## config.mk

```make
export PLATFORM = sky130hd
export DESIGN_NAME = clock_gate_bank
export DESIGN_NICKNAME = d
export VERILOG_FILES = /design/src/rtl/clock_gate_bank.sv
export SDC_FILE = /design/constraint.sdc
export NUM_CORES = 1
export LEC_CHECK = 0
export ABC_AREA = 1
export BUFFER_PORTS_ARGS = -buffer_cell sky130_fd_sc_hd__buf_2
export CORE_MARGIN = 2
export CORE_UTILIZATION = 40
export DETAILED_ROUTE_END_ITERATION = 7
export GPL_TIMING_DRIVEN = 1
export PLACE_DENSITY = 0.58
export SETUP_SLACK_MARGIN = 0.3
export SLEW_MARGIN = 25
export SYNTH_ARGS = -nofsm -noshare
export SYNTH_HDL_FRONTEND = slang
export SYNTH_HIERARCHICAL = 1
export SYNTH_SLANG_ARGS = --single-unit
```

## constraint.sdc

```tcl
create_clock -name clk -period 1.4 [get_ports clk]
set_input_delay 0.28 -clock clk [delete_from_list [all_inputs] [get_ports clk]]
set_output_delay 0.28 -clock clk [all_outputs]
set_load 0.03 [all_outputs]
```

## src/rtl/clock_gate_bank.sv

```systemverilog
// Bank of independently gated copies of one clock, each channel's enable
// synchronised, held for minimum on/off dwell times, then acknowledged.

module BUFGCE (
    input  logic I,
    input  logic CE,
    output logic O
);
    logic ce_l;

    // CE is captured while I is low, so O can only start or stop on a full pulse
    always_latch begin
        if (!I) ce_l <= CE;
    end

    assign O = I & ce_l;
endmodule

module clock_gate_bank #(
    parameter int N_CH           = 4,
    parameter int SYNC_STAGES    = 2,
    parameter int MIN_ON_CYCLES  = 4,
    parameter int MIN_OFF_CYCLES = 4
) (
    input  logic            clk,
    input  logic            resetn,
    input  logic [N_CH-1:0] en_req,
    output logic [N_CH-1:0] clk_gated,
    output logic [N_CH-1:0] gate_ce,
    output logic [N_CH-1:0] en_ack,
    output logic [N_CH-1:0] busy
);
    localparam int MAX_DWELL = (MIN_ON_CYCLES > MIN_OFF_CYCLES) ?
                               MIN_ON_CYCLES : MIN_OFF_CYCLES;
    localparam int CNT_W = $clog2(MAX_DWELL + 1);

    localparam logic [CNT_W-1:0] ON_LIM  = CNT_W'(MIN_ON_CYCLES);
    localparam logic [CNT_W-1:0] OFF_LIM = CNT_W'(MIN_OFF_CYCLES);
    localparam logic [CNT_W-1:0] CNT_ONE = CNT_W'(1);

    typedef enum logic {
        OFF = 1'b0,
        ON  = 1'b1
    } state_t;

    for (genvar i = 0; i < N_CH; i++) begin : g_ch
        logic [SYNC_STAGES-1:0] sync;
        logic                   req_s;
        state_t                 state;
        logic [CNT_W-1:0]       cnt;
        logic                   ce;
        logic                   ack;
        logic                   bsy;

        always_ff @(posedge clk or negedge resetn) begin
            if (!resetn) sync <= '0;
            else         sync <= {sync[SYNC_STAGES-2:0], en_req[i]};
        end

        assign req_s = sync[SYNC_STAGES-1];

        // cnt counts cycles spent in the current state, entry cycle included
        always_ff @(posedge clk or negedge resetn) begin
            if (!resetn) begin
                state <= OFF;
                cnt   <= OFF_LIM;
                ce    <= 1'b0;
            end else begin
                unique case (state)
                    OFF: begin
                        if (req_s && cnt == OFF_LIM) begin
                            state <= ON;
                            ce    <= 1'b1;
                            cnt   <= CNT_ONE;
                        end else if (cnt != OFF_LIM) begin
                            cnt <= cnt + CNT_ONE;
                        end
                    end
                    ON: begin
                        if (!req_s && cnt == ON_LIM) begin
                            state <= OFF;
                            ce    <= 1'b0;
                            cnt   <= CNT_ONE;
                        end else if (cnt != ON_LIM) begin
                            cnt <= cnt + CNT_ONE;
                        end
                    end
                    default: begin
                        state <= OFF;
                        ce    <= 1'b0;
                        cnt   <= OFF_LIM;
                    end
                endcase
            end
        end

        always_ff @(posedge clk or negedge resetn) begin
            if (!resetn) begin
                ack <= 1'b0;
                bsy <= 1'b0;
            end else begin
                ack <= ce;
                bsy <= req_s ^ ack;
            end
        end

        assign gate_ce[i] = ce;
        assign en_ack[i]  = ack;
        assign busy[i]    = bsy;

        BUFGCE u_bufgce (
            .I  (clk),
            .CE (ce),
            .O  (clk_gated[i])
        );
    end
endmodule

```

# Word-level counts from Yosys, hierarchy flattened
# Cells that the tools add are included.
# classes
n_bitwise	12
n_addsub	4
eq_ne	16
reduce_logical	16
muxes	44
# ops
cell	count
3-bit two-way mux	12
3-bit case mux with 2 select lines	4
1-bit two-way mux	20
1-bit case mux with 2 select lines	8
3-bit by 1-bit adder with 3-bit output, second input constant	4
3-bit equality test, second input constant	4
3-bit != test, second input constant	4
1-bit logical AND	8
2-bit by 1-bit != test with 1-bit output, second input constant	4
2-bit != test, second input constant	4
2-bit AND reduction	4
1-bit bitwise AND	4
1-bit logical NOT	4
1-bit inverter	4
1-bit bitwise XOR	4
# word_totals
register_bits	36
word_cells	120
latchBits	4
output_inout_bits	16

# Logic depth before layout (Yosys ltp)
# depth
ltp_word	4
depth_mapped	7

# Hierarchy
# The synthesis kept the hierarchy.
# by_module_without_submodules
module	instances	area_each_um2	cells_per_inst
clock_gate_bank	1	1529.0	157
BUFGCE	4	22.5	3

==> summary.txt <==
Die
  • Die Footprint: 4572 µm²
  • Die X: 67.62 µm
  • Placement row count: 23
  • Die Y-Extent: 67.62 µm
  • Core Area: 3943 µm²
  • Initial core utilization: 41.07%
  • I/O pin count: 22

Route
  • Iteration-0 DRC Markers: 30
  • Routed met1 length: 1193 µm
  • Post-route DRC violation count: 0
  • DR pass1 iterations: 3
  • Total number of vias: 1175
  • Routed WL: 2919 µm
  • Via density: 4.485
  • Met3 layer wire length in the routed design: 159 µm
  • Average wire length per cell after detail routing: 11.14 µm
  • Total met2 wirelength after detailed routing: 1528 µm
  • Top Layer Used: met4
  • Antenna viol nets, final: 0

Layout
  • Leading cell types in the layout, fill and taps excluded: dfrtp_1, nand2_1, buf_6, inv_2, nor2_1
  • Ratio of cells with drive above 1 in the final layout: 44.34%
  • Total inserted antenna cells: 0
  • Share of the core filled with cells: 58.11%
  • Most common cell after layout, fill and taps aside: dfrtp_1
  • Final-stage net count: 225
  • Synthesis-to-finish area growth: 41.50%
  • Number of non-filler instances in the completed layout: 262

GRT
  • Overflow after GRT: 0
  • Via count of the first global-routing pass: 1172
  • Number of antenna violations at the first check in global routing: 0
  • Wire length of the first global-routing pass: 4698 µm
  • Overall routing resource usage: 14.72%
  • Largest net degree at the start of global routing: 37

Status
  • Violations in the final reports: negative setup slack
  • Outcome: finished with violations

Logic synthesis
  • Cells after Synth: 169
  • Netlist cell types: 14
  • Post-synthesis sequential element count: 40
  • Mapped Nets: 183
  • Post-Synthesis Mean Instance Area: 9.580 µm²
  • Yosys Warn Count: 6
  • Cell area after technology mapping: 1619 µm²

Power and ir drop
  • Peak supply drop: 2087 µV
  • Power density normalized to cell area: 2741 nW/µm²
  • LEAKAGE: 0.001203 µW

Placement
  • Global placer's final weighted congestion: 0.7902
  • Setup slack at placement: -0.2223 ns
  • Half-perimeter wire length of the detailed placement result: 1738 µm
  • Placed Cells incl. Taps: 229
  • Number of buffers inserted by port buffering: 21

Setup path
  • Required time at the endpoint of the critical path: 1.12 ns
  • Peak fanout along the critical path: 1
  • Data arrival time of the critical path: 1.73 ns
  • Critical path capture point type: primary output
  • Critical Path Start Type: latch
  • Crit path kind: latch to primary output

STA
  • Normalized max-slew margin: 86.15%
  • Slew Viols, Final: 0
  • Setup slack of the critical path after layout: -0.6089 ns
  • Final hold viol count: 0
  • Worst Clk Skew: 0.004008 ns
  • Transition time of the tightest slew-check pin: 0.2071 ns
  • Setup-violating endpoint count in the final report: 8
  • RSZ-0062 raised after global routing: true

CTS
  • Clock latency reported for the late side of the worst-skew pair: 0.39 ns
  • Clk slew on worst S/H paths: 0.07 ns
  • CTS tree: done

Hold path
  • Type of the most critical hold path: flop to flop

Job
  • Number of max-capacitance violations reported: 0
## final cells by class
| cell class | count | area (µm²) |
|---|---|---|
| Clock inverter | 4 | 15.01 |
| Clock buffer | 16 | 180.2 |
| Tap cell | 50 | 62.56 |
| Fill cell | 338 | 1652 |
| Inverter | 21 | 83.83 |
| Sequential cell | 40 | 967.2 |
| Timing Repair Buffer | 39 | 369.1 |
| Multi-Input combinational cell | 92 | 613.1 |
## synthesized netlist by cell type
cell     count  share of area, %
dlxtn_1      4               3.7
o21ai_0      4               1.2
nor2_1      17               3.9
dfrtp_1     32                49
inv_2        1              0.23
buf_4       12               5.6
nand2_1     43                10
nand3_1      9               2.8
nand2_2      3               1.2
nand4_1      4               1.5
ha_1         8               6.2
xor2_1       4               2.2
inv_1       24               5.6
dfstp_2      4               6.5
## worst max-delay path, cell delays in order (launching register included)
cell and delay (ns):
dlxtn_1 0.39, nand2_1 0.06, inv_2 0.05, buf_6 0.12
## repair_timing
item	4_1_cts	5_1_grt
pin swaps	5	14
resized for setup	51	35
hold buffers	5	0
endpoints found under the setup margin	35	38
setup buffers	11	5
hold endpoints to repair	36	0
## sequential cells by signal (all words and copies together) (netlist names), named ones only
name and flops:
g_ch.ack 4, g_ch.u_bufgce/ce_l 4, g_ch.cnt 12, g_ch.sync 8, g_ch.ce 4, g_ch.bsy 4
## metal layers
metal | track usage [%] | vias up
met5 | 0 | -
met4 | 11.22 | 0
met3 | 8.000 | 5
met2 | 23.65 | 28
met1 | 13.97 | 557
li1 | - | 585
## cells by family after synthesis
| kind of cell | Yosys count | share of synthesized area, % |
|---|---|---|
| AND/OR/NAND/NOR | 76 | 19.40 |
| adder cells (fa/ha/maj) | 8 | 6.183 |
| flip-flops | 36 | 55.95 |
| buffers and inverters | 37 | 11.36 |
| XOR/XNOR | 4 | 2.164 |
| AO/OA/AOI/OAI | 4 | 1.237 |
| latches | 4 | 3.710 |
## per-stage QoR
stage / total power, µW / hold slack [ns] / cell area, µm² / setup TNS, ns
4_1_cts: 5924 / 0.3516 / 2147 / -2.471
6_report: 6280 / 0.3486 / 2291 / -2.425
3_3_place_gp: 3883 / 0.2594 / 1717 / -0.8288
2_1_floorplan: 3701 / -0.01559 / 1619 / -0.4840
3_5_place_dp: 3980 / 0.2561 / 1717 / -0.8502
5_1_grt: 6756 / 0.3625 / 2291 / -2.533
## power breakdown
group / internal, µW / switching (µW) / total (µW)
logic: 1260 / 1390 / 2650
registers: 1680 / 361 / 2040
clock network: 818 / 770 / 1590
total: 3760 / 2520 / 6280
## final timing paths
path                                        from                     to  depth (start not counted)  slack (ns)
hold reg to reg                  g_ch[0].sync[0]        g_ch[0].sync[1]                          0        0.35
hold / removal                   g_ch[0].sync[0]        g_ch[0].sync[1]                          0        0.35
max in group asynchronous                 resetn         g_ch[0].cnt[2]                          3        0.78
setup / recovery           g_ch[2].u_bufgce/ce_l           clk_gated[2]                          3       -0.61
min in group asynchronous                 resetn            g_ch[2].bsy                          3        0.37
setup reg to reg                      g_ch[1].ce  g_ch[1].u_bufgce/ce_l                          1        0.18
Power figures use the tool's default switching activity.
